File: config.mk
export PLATFORM = sky130hd
export DESIGN_NAME = mem_addr_unit
export DESIGN_NICKNAME = d
export VERILOG_FILES = /design/src/rtl/mem_addr_unit.sv
export SDC_FILE = /design/constraint.sdc
export NUM_CORES = 1
export LEC_CHECK = 0
export BUFFER_PORTS_ARGS = -buffer_cell sky130_fd_sc_hd__buf_2
export CAP_MARGIN = 20
export CORE_MARGIN = 2
export CORE_UTILIZATION = 25
export DETAILED_ROUTE_END_ITERATION = 7
export GPL_TIMING_DRIVEN = 0
export HOLD_SLACK_MARGIN = 0.03
export PLACE_DENSITY = 0.43
export SETUP_SLACK_MARGIN = 0.4
export SLEW_MARGIN = 5
export SYNTH_ARGS = -nofsm -noshare
export SYNTH_HDL_FRONTEND = slang
export SYNTH_SLANG_ARGS = --single-unit
File: constraint.sdc
create_clock -name clk -period 6.3 [get_ports clk]
set_input_delay 1.26 -clock clk [delete_from_list [all_inputs] [get_ports clk]]
set_output_delay 1.26 -clock clk [all_outputs]
set_load 0.02 [all_outputs]
File: src/rtl/mem_addr_unit.sv
`default_nettype none
// ============================================================================
// Module   : mem_addr_unit
// Brief    : Memory-op reservation buffer with address generation. Holds
//            loads/stores until operands are ready, then issues addr=rs1+imm.
// Revision : 1.0 - initial release
// ============================================================================
module mem_addr_unit #(
    parameter int DEPTH           = 4,
    parameter int MEM_QUEUE_DEPTH = 8,
    parameter int IDX_W           = $clog2(MEM_QUEUE_DEPTH),
    parameter int PHYS_REG_BITS   = 6
) (
    input  logic                     clk,
    input  logic                     rst,
    input  logic                     flush,
    input  logic                     disp_valid,
    input  logic [6:0]               disp_opcode,
    input  logic [31:0]              disp_imm,
    input  logic [IDX_W-1:0]         disp_mem_idx,
    input  logic [PHYS_REG_BITS-1:0] disp_ps1,
    input  logic                     disp_ps1_rdy,
    input  logic [31:0]              disp_ps1_v,
    input  logic [PHYS_REG_BITS-1:0] disp_ps2,
    input  logic                     disp_ps2_rdy,
    input  logic [31:0]              disp_ps2_v,
    input  logic                     cdb_valid,
    input  logic [PHYS_REG_BITS-1:0] cdb_pd,
    input  logic [31:0]              cdb_rd_v,
    output logic                     full,
    output logic [31:0]              addr,
    output logic                     addr_valid,
    output logic [IDX_W-1:0]         mem_idx,
    output logic [31:0]              store_wdata,
    output logic [31:0]              rs1_rdata,
    output logic [31:0]              rs2_rdata
);

    localparam logic [6:0] C_OP_B_STORE = 7'b0100011;
    localparam int         C_SEL_W      = $clog2(DEPTH);

    typedef struct packed {
        logic                     valid;
        logic                     is_store;
        logic [31:0]              imm;
        logic [IDX_W-1:0]         mem_idx;
        logic [PHYS_REG_BITS-1:0] ps1;
        logic                     rdy1;
        logic [31:0]              v1;
        logic [PHYS_REG_BITS-1:0] ps2;
        logic                     rdy2;
        logic [31:0]              v2;
    } entry_t;

    entry_t [DEPTH-1:0] ent_q, ent_d;

    logic               addr_valid_q, addr_valid_d;
    logic [31:0]        addr_q, addr_d;
    logic [IDX_W-1:0]   mem_idx_q, mem_idx_d;
    logic [31:0]        rs1_q, rs1_d;
    logic [31:0]        rs2_q, rs2_d;

    logic [DEPTH-1:0]   w_valid_vec;
    logic               w_sel_found;
    logic [C_SEL_W-1:0] w_sel_idx;
    logic               w_free_found;
    logic [C_SEL_W-1:0] w_free_idx;
    entry_t             w_new_ent;

    function automatic logic cdb_hit(input logic [PHYS_REG_BITS-1:0] ps);
        return cdb_valid && (cdb_pd != '0) && (cdb_pd == ps);
    endfunction

    always_comb begin
        ent_d        = ent_q;
        addr_valid_d = 1'b0;
        addr_d       = addr_q;
        mem_idx_d    = mem_idx_q;
        rs1_d        = rs1_q;
        rs2_d        = rs2_q;
        w_valid_vec  = '0;
        w_sel_found  = 1'b0;
        w_sel_idx    = '0;
        w_free_found = 1'b0;
        w_free_idx   = '0;

        // Descending scans so the lowest matching index is the one left standing.
        for (int i = DEPTH - 1; i >= 0; i--) begin
            w_valid_vec[i] = ent_q[i].valid;
            if (ent_q[i].valid && ent_q[i].rdy1 && ent_q[i].rdy2) begin
                w_sel_found = 1'b1;
                w_sel_idx   = C_SEL_W'(i);
            end
            if (!ent_q[i].valid) begin
                w_free_found = 1'b1;
                w_free_idx   = C_SEL_W'(i);
            end
        end

        for (int i = 0; i < DEPTH; i++) begin
            if (ent_q[i].valid && !ent_q[i].rdy1 && cdb_hit(ent_q[i].ps1)) begin
                ent_d[i].rdy1 = 1'b1;
                ent_d[i].v1   = cdb_rd_v;
            end
            if (ent_q[i].valid && !ent_q[i].rdy2 && cdb_hit(ent_q[i].ps2)) begin
                ent_d[i].rdy2 = 1'b1;
                ent_d[i].v2   = cdb_rd_v;
            end
        end

        if (w_sel_found) begin
            ent_d[w_sel_idx].valid = 1'b0;
            addr_valid_d           = 1'b1;
            addr_d                 = ent_q[w_sel_idx].v1 + ent_q[w_sel_idx].imm;
            mem_idx_d              = ent_q[w_sel_idx].mem_idx;
            rs1_d                  = ent_q[w_sel_idx].v1;
            rs2_d                  = ent_q[w_sel_idx].v2;
        end

        w_new_ent          = '0;
        w_new_ent.valid    = 1'b1;
        w_new_ent.is_store = (disp_opcode == C_OP_B_STORE);
        w_new_ent.imm      = disp_imm;
        w_new_ent.mem_idx  = disp_mem_idx;
        w_new_ent.ps1      = disp_ps1;
        w_new_ent.rdy1     = disp_ps1_rdy || cdb_hit(disp_ps1);
        w_new_ent.v1       = disp_ps1_rdy     ? disp_ps1_v :
                             cdb_hit(disp_ps1) ? cdb_rd_v   : 32'h0;
        w_new_ent.ps2      = disp_ps2;
        if (w_new_ent.is_store) begin
            w_new_ent.rdy2 = disp_ps2_rdy || cdb_hit(disp_ps2);
            w_new_ent.v2   = disp_ps2_rdy     ? disp_ps2_v :
                             cdb_hit(disp_ps2) ? cdb_rd_v   : 32'h0;
        end else begin
            w_new_ent.rdy2 = 1'b1;
            w_new_ent.v2   = 32'h0;
        end

        // Free slot comes from registered state, so a slot freed this cycle is not reused.
        if (disp_valid && w_free_found) begin
            ent_d[w_free_idx] = w_new_ent;
        end

        if (flush) begin
            for (int i = 0; i < DEPTH; i++) begin
                ent_d[i].valid = 1'b0;
            end
            addr_valid_d = 1'b0;
        end
    end

    always_ff @(posedge clk or negedge rst) begin
        if (!rst) begin
            ent_q        <= '0;
            addr_valid_q <= 1'b0;
            addr_q       <= '0;
            mem_idx_q    <= '0;
            rs1_q        <= '0;
            rs2_q        <= '0;
        end else begin
            ent_q        <= ent_d;
            addr_valid_q <= addr_valid_d;
            addr_q       <= addr_d;
            mem_idx_q    <= mem_idx_d;
            rs1_q        <= rs1_d;
            rs2_q        <= rs2_d;
        end
    end

    assign full        = &w_valid_vec;
    assign addr        = addr_q;
    assign addr_valid  = addr_valid_q;
    assign mem_idx     = mem_idx_q;
    assign rs1_rdata   = rs1_q;
    assign rs2_rdata   = rs2_q;
    assign store_wdata = rs2_q;

endmodule
`default_nettype wire

==> results_tabular.tex, run 1 <==
\begin{tabular}{lr}
\hline
Metric & Value \\
\hline
\multicolumn{2}{l}{\textbf{Status}} \\
Outcome & finished clean \\
\multicolumn{2}{l}{\textbf{Synthesis}} \\
Avg Inst Size Synth & 9.20 um\^{}2 \\
Area of the mapped netlist & 28700 um\^{}2 \\
Net count after synthesis & 3311 \\
Flip-flop and latch count after synthesis & 556 \\
Synth cell types & 82 \\
Proportion of synthesized chip area in sequential cells & 0.485 \\
Async SR Flop Fraction & 1.00 \\
Most frequently used flop master after synthesis & sky130\_fd\_sc\_hd\_\_dfrtp\_1 \\
EDFF count, synth & 0 \\
Synthesized instance count & 3117 \\
Yosys warns & 0 \\
\multicolumn{2}{l}{\textbf{Timing}} \\
Count of final setup violators & 0 \\
Final Cycle Share & 0.911 \\
Setup clock skew after layout & 0.0236 ns \\
Unrepaired setup endpoints after global routing & no \\
Worst slew pin tran & 1.16 ns \\
Number of failing hold endpoints at the final stage & 0 \\
Worst setup margin & 0.564 ns \\
Clock period minus worst slack & 5.74 ns \\
Worst slew margin relative to its limit & 0.226 \\
Sum of negative setup slack & 0 ns \\
Final count of pins violating max slew & 0 \\
Timing-limited maximum frequency & 174 MHz \\
\multicolumn{2}{l}{\textbf{Placement}} \\
Final weighted congestion of routability-driven global placement & 0.842 \\
Cell Area, Placed & 32200 um\^{}2 \\
Setup slack after placement & -0.571 ns \\
Number of instances in the placed design & 4903 \\
Buffers on Ports & 261 \\
HPWL after detailed placement & 94000 um \\
\multicolumn{2}{l}{\textbf{GRT}} \\
Maximum number of pins on one net before global-route repair & 103 \\
Total routing resource utilization after global routing & 0.215 \\
Number of antenna violations at the first check in global routing & 10 \\
Via count of the first global-routing pass & 24700 \\
Wire length of the first global-routing pass & 184000 um \\
Total gr overflow & 0 \\
\multicolumn{2}{l}{\textbf{Hold path}} \\
Hold path cells & 2 \\
Path category of the worst min-delay check & register to register \\
\multicolumn{2}{l}{\textbf{Cells and area}} \\
Layout cells sized above 1 & 0.184 \\
Fill cell instance count of the final layout & 12200 \\
Final std cells w/o fill & 5045 \\
Net count, final & 3676 \\
Post-route cell area & 34500 um\^{}2 \\
Most common cell after layout, fill and taps aside & sky130\_fd\_sc\_hd\_\_nand2\_1 \\
Commonest cells after routing, fill and taps aside & sky130\_fd\_sc\_hd\_\_nand2\_1, sky130\_fd\_sc\_hd\_\_dfrtp\_1, sky130\_fd\_sc\_hd\_\_nor2\_1 \\
Area growth from synthesis to layout & 20.4\% \\
\multicolumn{2}{l}{\textbf{Setup path}} \\
CP Capture Type & register \\
Endpoint of the worst-slack reg-to-reg timing path & addr[31]\$\_DFFE\_PN0N\_ \\
Slowest-stage cell, CP & sky130\_fd\_sc\_hd\_\_clkbuf\_1 \\
Launching element of the worst setup path & ent\_q[459]\$\_DFF\_PN0\_ \\
Worst-case reg-to-reg path depth & 19 \\
Critical setup path kind & register to register \\
Worst setup endpoint & addr[31]\$\_DFFE\_PN0N\_ \\
Kind of start point of the critical path & register \\
Data arrival, critical path & 6.26 ns \\
R2r startpoint & ent\_q[459]\$\_DFF\_PN0\_ \\
Max FO, Critical Path & 10 \\
Highest cell delay on the worst timing path & 0.63 ns \\
Critical Path, Cell by Cell & buf\_2 -> and3\_1 -> buf\_2 -> buf\_4 -> nand2\_1 -> nor2\_4 -> clkbuf\_1 -> a222oi\_1 -> nand2\_1 -> ha\_1 -> a21o\_1 -> a221o\_1 -> maj3\_1 -> a31oi\_4 -> o21a\_1 -> o31ai\_1 -> a31oi\_1 -> mux2i\_1 -> nor4\_1 \\
WP data required & 6.83 ns \\
Worst reg-to-reg setup slack & 0.56 ns \\
\multicolumn{2}{l}{\textbf{Floorplan}} \\
Count of pins on the block boundary & 296 \\
Initial standard-cell utilization of the core & 0.252 \\
Height of the chip & 343 um \\
Horizontal die dimension & 343 um \\
Placeable Area & 114000 um\^{}2 \\
Die area & 117000 um\^{}2 \\
Row count & 124 \\
\multicolumn{2}{l}{\textbf{Route}} \\
Remaining design rule violation count & 0 \\
Post-detailed-route count of antenna-violating nets & 0 \\
Detailed-route via count & 25700 \\
Wire length per cell & 25.6 um \\
Vias per std cell & 5.09 \\
Number of violations reported at the end of detailed-routing iteration 0 & 2598 \\
Sum of routed wire length over all layers & 129000 um \\
Length of the first detailed-routing pass in iterations & 6 \\
\multicolumn{2}{l}{\textbf{Clocking}} \\
Clock sink total & 556 \\
Root buffer cell & sky130\_fd\_sc\_hd\_\_clkbuf\_16 \\
Later-pin clock latency in the skew report & 0.63 ns \\
Hold\_buf cts & 0 \\
CTS tree & yes \\
Number of buffers added by the clock tree synthesis step & 70 \\
Number of levels in the clock H-tree & 3 \\
Clock slew seen by the registers of the worst setup and hold paths & 0.06 ns \\
Clk buf depth & 3 \\
\multicolumn{2}{l}{\textbf{Power}} \\
Maximum VDD drop & 0.204 mV \\
Power after layout & 12.2 mW \\
Cell leakage power & 16.3 nW \\
Pwr per Cell Area & 354 nW/um\^{}2 \\
\multicolumn{2}{l}{\textbf{Run}} \\
Max-cap violations & 0 \\
\hline
\end{tabular}
routing by layer:
layer  wire length (um)  vias up  global-route usage
met2              58900      995               0.337
met4               3640        8              0.0704
met1              57000    13000               0.296
met5                 49        -                   0
li1                   -    11600                   -
met3               9350      154              0.0414
cells in the mapped netlist (all sizes together), types with 6 or more instances:
cell type / n / area (um^2)
nor4: 14 / 93.8
a31o: 19 / 166
a222oi: 25 / 250
dfrtp: 556 / 13900
o21ai: 139 / 696
and3: 6 / 47.5
a32oi: 7 / 68.8
a21oi: 137 / 689
ha: 30 / 375
nor2: 340 / 1280
xnor2: 22 / 200
buf: 75 / 440
mux2i: 161 / 1610
xor2: 72 / 638
inv: 27 / 101
or4: 8 / 63.8
clkbuf: 216 / 811
o22ai: 25 / 156
o31ai: 7 / 85.1
mux2: 142 / 1600
a21o: 15 / 113
a31oi: 199 / 1280
nand2: 693 / 2600
nor3: 38 / 190
nand3: 15 / 80.1
a221oi: 38 / 339
nand4: 17 / 106
power by group:
group	switching, mW	internal, mW	total [mW]
Clock	1.64	2.30	3.94
Combinational	2.01	1.24	3.25
Sequential	0.609	4.44	5.05
cell families after synthesis:
logic type	after synthesis	share of synthesized area
adder cells (fa/ha/maj)	32	0.0141
AND/OR/NAND/NOR	1159	0.163
multiplexers	303	0.112
flip-flops	556	0.485
XOR/XNOR	94	0.0292
AO/OA/AOI/OAI	655	0.149
buffers and inverters	318	0.0472
worst min path at each step:
stage                            from                      to  slack (ns)
2_1_floorplan  ent_q[112]$_DFFE_PN0P_  ent_q[112]$_DFFE_PN0P_        0.45
3_3_place_gp   ent_q[105]$_DFFE_PN0P_  ent_q[105]$_DFFE_PN0P_        0.46
3_5_place_dp      addr[9]$_DFFE_PN0N_     addr[9]$_DFFE_PN0N_        0.45
4_1_cts           addr[0]$_DFFE_PN0N_     addr[0]$_DFFE_PN0N_        0.47
5_1_grt           addr[9]$_DFFE_PN0N_     addr[9]$_DFFE_PN0N_        0.48
6_report          addr[9]$_DFFE_PN0N_     addr[9]$_DFFE_PN0N_        0.47
registers in the layout, indices dropped and copies added (netlist names):
signal,flops
addr,32
addr_valid,1
ent_q,456
mem_idx,3
rs1_rdata,32
rs2_rdata,32
critical path: cells and delay by family (launching register included):
family	cells	cell delay, ns
AO/OA/AOI/OAI	7	1.87
adder cells (fa/ha/maj)	2	0.75
buffers and inverters	4	1.39
flip-flops	1	0.32
multiplexers	1	0.12
AND/OR/NAND/NOR	5	1.16
cell type report:
| class | count | area [um^2] | area share |
|---|---|---|---|
| sequential | 556 | 13900 | 0.403 |
| multi-input combinational | 2243 | 13500 | 0.390 |
| clock buffer | 104 | 1990 | 0.0576 |
| tap | 1512 | 1890 | 0.0548 |
| timing repair buffer | 293 | 1710 | 0.0495 |
| buffer | 291 | 1290 | 0.0373 |
| clock inverter | 14 | 149 | 0.00431 |
| inverter | 27 | 101 | 0.00293 |
| antenna | 5 | 12.5 | 0.000362 |
repair_timing:
action	in CTS	in global routing
setup buffers	8	10
pin swaps	5	9
gates resized for setup	22	10
setup endpoints to repair	18	6
endpoints found under the hold margin	0	0
stage by stage:
stage | utilization | hold slack, ns
global placement | 0.280 | 0.460
finish | 0.303 | 0.471
global route | 0.303 | 0.482
CTS | 0.302 | 0.473
floorplan | - | 0.446
detailed placement | 0.282 | 0.453
No activity file was read; power rests on OpenSTA's default activity.
==> inputs of run 2 (changes only) <==
ABC_AREA = 1   (was unset)
==> run 2 against run 1 <==
Compared with the run above:
- register-to-register slack better by 0.25 ns
- wire length up 13%
- count of clock-buffer cells in the layout unchanged
- synthesized cell count up 22%
- flip-flop and latch count unchanged
- core utilization about the same
- sequential share of layout area down 0.75 points
- global-route usage up 2.3 points
- maximum frequency up 4.6%
- via count up 15%
- cell count up 14%
- area after synthesis up 2.1%
- largest cell class unchanged
- highest routed layer unchanged
==> results_tabular.tex, run 2 <==
\begin{tabular}{lr}
\hline
Metric & Value \\
\hline
\multicolumn{2}{l}{\textbf{Status}} \\
Outcome & finished clean (unchanged) \\
\multicolumn{2}{l}{\textbf{Power}} \\
Power after layout & 13.7 mW (was 12.2 mW) \\
Cell leakage power & 16.5 nW (was 16.3 nW) \\
Maximum VDD drop & 0.228 mV (was 0.204 mV) \\
Pwr per Cell Area & 390 nW/um\^{}2 (was 354 nW/um\^{}2) \\
\multicolumn{2}{l}{\textbf{GRT}} \\
Wire length of the first global-routing pass & 208000 um (was 184000 um) \\
Total routing resource utilization after global routing & 0.237 (was 0.215) \\
Via count of the first global-routing pass & 28500 (was 24700) \\
Maximum number of pins on one net before global-route repair & 104 (was 103) \\
Number of antenna violations at the first check in global routing & 11 (was 10) \\
Total gr overflow & 0 (unchanged) \\
\multicolumn{2}{l}{\textbf{Synthesis}} \\
Most frequently used flop master after synthesis & sky130\_fd\_sc\_hd\_\_dfrtp\_1 (unchanged) \\
Synthesized instance count & 3798 (was 3117) \\
Avg Inst Size Synth & 7.71 um\^{}2 (was 9.20 um\^{}2) \\
EDFF count, synth & 0 (unchanged) \\
Net count after synthesis & 3992 (was 3311) \\
Top area cells in the synthesized netlist & sky130\_fd\_sc\_hd\_\_dfrtp\_1, sky130\_fd\_sc\_hd\_\_nand2\_1, sky130\_fd\_sc\_hd\_\_o21ai\_0, sky130\_fd\_sc\_hd\_\_a21oi\_1, sky130\_fd\_sc\_hd\_\_inv\_1 (was sky130\_fd\_sc\_hd\_\_dfrtp\_1, sky130\_fd\_sc\_hd\_\_nand2\_1, sky130\_fd\_sc\_hd\_\_mux2i\_1, sky130\_fd\_sc\_hd\_\_mux2\_2, sky130\_fd\_sc\_hd\_\_nor2\_1) \\
Flip-flop and latch count after synthesis & 556 (unchanged) \\
Cell type contributing the most total cell area after synthesis & sky130\_fd\_sc\_hd\_\_dfrtp\_1 (unchanged) \\
Async SR Flop Fraction & 1.00 (unchanged) \\
Yosys top cell area share & 0.475 (was 0.485) \\
Most common cell in the netlist & sky130\_fd\_sc\_hd\_\_nand2\_1 (unchanged) \\
Synth cell types & 50 (was 82) \\
Proportion of synthesized chip area in sequential cells & 0.475 (was 0.485) \\
Yosys warns & 0 (unchanged) \\
Area of the mapped netlist & 29300 um\^{}2 (was 28700 um\^{}2) \\
List of most frequent post-synthesis cells & sky130\_fd\_sc\_hd\_\_nand2\_1, sky130\_fd\_sc\_hd\_\_o21ai\_0, sky130\_fd\_sc\_hd\_\_dfrtp\_1, sky130\_fd\_sc\_hd\_\_inv\_1, sky130\_fd\_sc\_hd\_\_a21oi\_1 (was sky130\_fd\_sc\_hd\_\_nand2\_1, sky130\_fd\_sc\_hd\_\_dfrtp\_1, sky130\_fd\_sc\_hd\_\_nor2\_1, sky130\_fd\_sc\_hd\_\_clkbuf\_1, sky130\_fd\_sc\_hd\_\_a31oi\_1) \\
\multicolumn{2}{l}{\textbf{Route}} \\
Length of the first detailed-routing pass in iterations & 5 (was 6) \\
Wire length per cell & 25.3 um (was 25.6 um) \\
Number of violations reported at the end of detailed-routing iteration 0 & 2763 (was 2598) \\
Remaining design rule violation count & 0 (unchanged) \\
Detailed-route via count & 29500 (was 25700) \\
Sum of routed wire length over all layers & 146000 um (was 129000 um) \\
Vias per std cell & 5.12 (was 5.09) \\
Post-detailed-route count of antenna-violating nets & 0 (unchanged) \\
\multicolumn{2}{l}{\textbf{Floorplan}} \\
Initial standard-cell utilization of the core & 0.252 (about the same) \\
Height of the chip & 346 um (was 343 um) \\
Placeable Area & 116000 um\^{}2 (was 114000 um\^{}2) \\
Row count & 125 (was 124) \\
Die area & 120000 um\^{}2 (was 117000 um\^{}2) \\
Horizontal die dimension & 346 um (was 343 um) \\
Count of pins on the block boundary & 296 (unchanged) \\
\multicolumn{2}{l}{\textbf{Setup path}} \\
Highest cell delay on the worst timing path & 0.62 ns (was 0.63 ns) \\
R2r startpoint & ent\_q[459]\$\_DFF\_PN0\_ (unchanged) \\
Critical Path, Cell by Cell & nand3\_1 -> nand3\_2 -> nand2\_2 -> buf\_6 -> buf\_6 -> clkinv\_1 -> clkbuf\_1 -> nor2\_1 -> nor3\_1 -> ha\_1 -> inv\_1 -> fa\_1 -> inv\_1 -> nand3\_1 -> o2111ai\_1 -> nand4\_1 -> nand2\_1 -> nand4\_1 -> nand3\_1 -> nand2\_1 -> nand3\_1 -> nand2\_1 (was buf\_2 -> and3\_1 -> buf\_2 -> buf\_4 -> nand2\_1 -> nor2\_4 -> clkbuf\_1 -> a222oi\_1 -> nand2\_1 -> ha\_1 -> a21o\_1 -> a221o\_1 -> maj3\_1 -> a31oi\_4 -> o21a\_1 -> o31ai\_1 -> a31oi\_1 -> mux2i\_1 -> nor4\_1) \\
Kind of start point of the critical path & register (unchanged) \\
Critical setup path kind & register to register (unchanged) \\
CP Capture Type & register (unchanged) \\
Data arrival, critical path & 6.00 ns (was 6.26 ns) \\
Max FO, Critical Path & 10 (unchanged) \\
Launching element of the worst setup path & ent\_q[459]\$\_DFF\_PN0\_ (unchanged) \\
Slowest-stage cell, CP & sky130\_fd\_sc\_hd\_\_clkbuf\_1 (unchanged) \\
WP data required & 6.81 ns (was 6.83 ns) \\
CP dominant cell by count & sky130\_fd\_sc\_hd\_\_nand3\_1 \\
\multicolumn{2}{l}{\textbf{Cells and area}} \\
Fill cell instance count of the final layout & 12800 (was 12200) \\
Most common cell after layout, fill and taps aside & sky130\_fd\_sc\_hd\_\_nand2\_1 (unchanged) \\
Commonest cells after routing, fill and taps aside & sky130\_fd\_sc\_hd\_\_nand2\_1, sky130\_fd\_sc\_hd\_\_o21ai\_0, sky130\_fd\_sc\_hd\_\_dfrtp\_1 (was sky130\_fd\_sc\_hd\_\_nand2\_1, sky130\_fd\_sc\_hd\_\_dfrtp\_1, sky130\_fd\_sc\_hd\_\_nor2\_1) \\
Sequential cell area in the final layout & 13900 um\^{}2 (about the same) \\
Register bank with the most flops & ent\_q (unchanged) \\
Layout cells sized above 1 & 0.128 (was 0.184) \\
Net count, final & 4368 (was 3676) \\
Area growth from synthesis to layout & 20.1\% (was 20.4\%) \\
Max FFs per register & 456 (unchanged) \\
Final design utilization & 0.303 (about the same) \\
Multi-input gate area & 12700 um\^{}2 (was 13500 um\^{}2) \\
\multicolumn{2}{l}{\textbf{Clocking}} \\
Hold\_buf cts & 0 (unchanged) \\
Clock slew seen by the registers of the worst setup and hold paths & 0.06 ns (about the same) \\
Clock sink total & 556 (unchanged) \\
CTS tree & yes (unchanged) \\
Clk buf depth & 3 (unchanged) \\
Root buffer cell & sky130\_fd\_sc\_hd\_\_clkbuf\_16 (unchanged) \\
Later-pin clock latency in the skew report & 0.65 ns (was 0.63 ns) \\
Total setup buffers inserted after CTS & 0 (was 8) \\
Number of buffers added by the clock tree synthesis step & 71 (was 70) \\
Number of levels in the clock H-tree & 3 (unchanged) \\
\multicolumn{2}{l}{\textbf{Timing}} \\
Worst slew pin tran & 1.22 ns (was 1.16 ns) \\
Setup clock skew after layout & 0.0340 ns (was 0.0236 ns) \\
Timing-limited maximum frequency & 182 MHz (was 174 MHz) \\
Clock period minus worst slack & 5.48 ns (was 5.74 ns) \\
Final count of pins violating max slew & 0 (unchanged) \\
Number of failing hold endpoints at the final stage & 0 (unchanged) \\
Final Cycle Share & 0.870 (was 0.911) \\
Worst slew margin relative to its limit & 0.185 (was 0.226) \\
Worst setup margin & 0.817 ns (was 0.564 ns) \\
Count of final setup violators & 0 (unchanged) \\
Worst Hold Margin & 0.475 ns (was 0.471 ns) \\
Unrepaired setup endpoints after global routing & no (unchanged) \\
\multicolumn{2}{l}{\textbf{Placement}} \\
HPWL after detailed placement & 108000 um (was 94000 um) \\
Buffers on Ports & 292 (was 261) \\
Final weighted congestion of routability-driven global placement & 0.911 (was 0.842) \\
Setup slack after placement & 0.575 ns (was -0.571 ns) \\
\multicolumn{2}{l}{\textbf{Hold path}} \\
Hold path start & addr[26]\$\_DFFE\_PN0N\_ (was addr[9]\$\_DFFE\_PN0N\_) \\
Path category of the worst min-delay check & register to register (unchanged) \\
\multicolumn{2}{l}{\textbf{Run}} \\
Max-cap violations & 0 (unchanged) \\
\hline
\end{tabular}
run 2: cell count changes after synthesis, moves of 142 or more:
cell,change
sky130_fd_sc_hd__a21oi_1,+177
sky130_fd_sc_hd__nand3_1,+148
sky130_fd_sc_hd__inv_1,+322
sky130_fd_sc_hd__mux2_2,-142
sky130_fd_sc_hd__a31oi_1,-191
sky130_fd_sc_hd__o21ai_0,+434
sky130_fd_sc_hd__mux2i_1,-161
run 2: stage by stage:
step	cells	TNS, ns	instance area (um^2)
2_1_floorplan	3798	0	29300
3_5_place_dp	5624	0	32900
6_report	5753	0	35200
4_1_cts	5748	0	35200
5_1_grt	5752	0	35200
3_3_place_gp	5614	-4951.46	32700
run 2: cells by family (layout without fill, tap and decap cells):
group	count (synthesis)	count (layout)	synth area share
xor+xnor	30	30	0.00897
flops	556	556	0.475
compound gates	1138	1138	0.215
fa+ha+maj	31	31	0.0135
buf+inv	656	1083	0.0919
simple gates	1387	1387	0.196
other cells	0	4	0
run 2: area by class of cell:
| class | instances | area share |
|---|---|---|
| Sequential cell | 556 | 0.395 |
| Buffer | 286 | 0.0371 |
| Antenna cell | 4 | 0.000284 |
| Multi-Input combinational cell | 2586 | 0.361 |
| Tap cell | 1524 | 0.0542 |
| Clock inverter | 20 | 0.00675 |
| Clock buffer | 104 | 0.0580 |
| Inverter | 370 | 0.0395 |
| Timing Repair Buffer | 303 | 0.0483 |
run 2: report_power, final:
group	switching (mW)	internal (mW)	total, mW
sequential	0.662	4.63	5.29
combinational	2.81	1.50	4.31
clock	1.76	2.38	4.14
run 2: final timing paths:
path | to | slack, ns | cells past startpoint
max in group asynchronous | ent_q[361]$_DFF_PN0_ | 3.25 | 5
min reg2reg | addr[26]$_DFFE_PN0N_ | 0.48 | 2
max | addr[28]$_DFFE_PN0N_ | 0.82 | 22
max reg2reg | addr[28]$_DFFE_PN0N_ | 0.82 | 22
min | addr[26]$_DFFE_PN0N_ | 0.48 | 2
min in group asynchronous | ent_q[108]$_DFFE_PN0P_ | 0.62 | 1
run 2: worst max-delay path: cells and delay by family (launching register included):
family	cells	cell delay (ns)
adder cells (fa/ha/maj)	2	0.91
buffers and inverters	6	1.37
AO/OA/AOI/OAI	1	0.25
flip-flops	1	0.45
AND/OR/NAND/NOR	13	2.33
run 2: layer usage:
metal  wire length, um  GRT usage
met1             64000      0.322
met2             67600      0.382
met3              9590     0.0415
met4              4550     0.0758
met5                22          0
run 2: repair_timing:
| item | 4_1_cts | 5_1_grt |
|---|---|---|
| hold endpoints to repair | 0 | 0 |
| setup endpoints to repair | 0 | 4 |
| resized for setup | 0 | 3 |
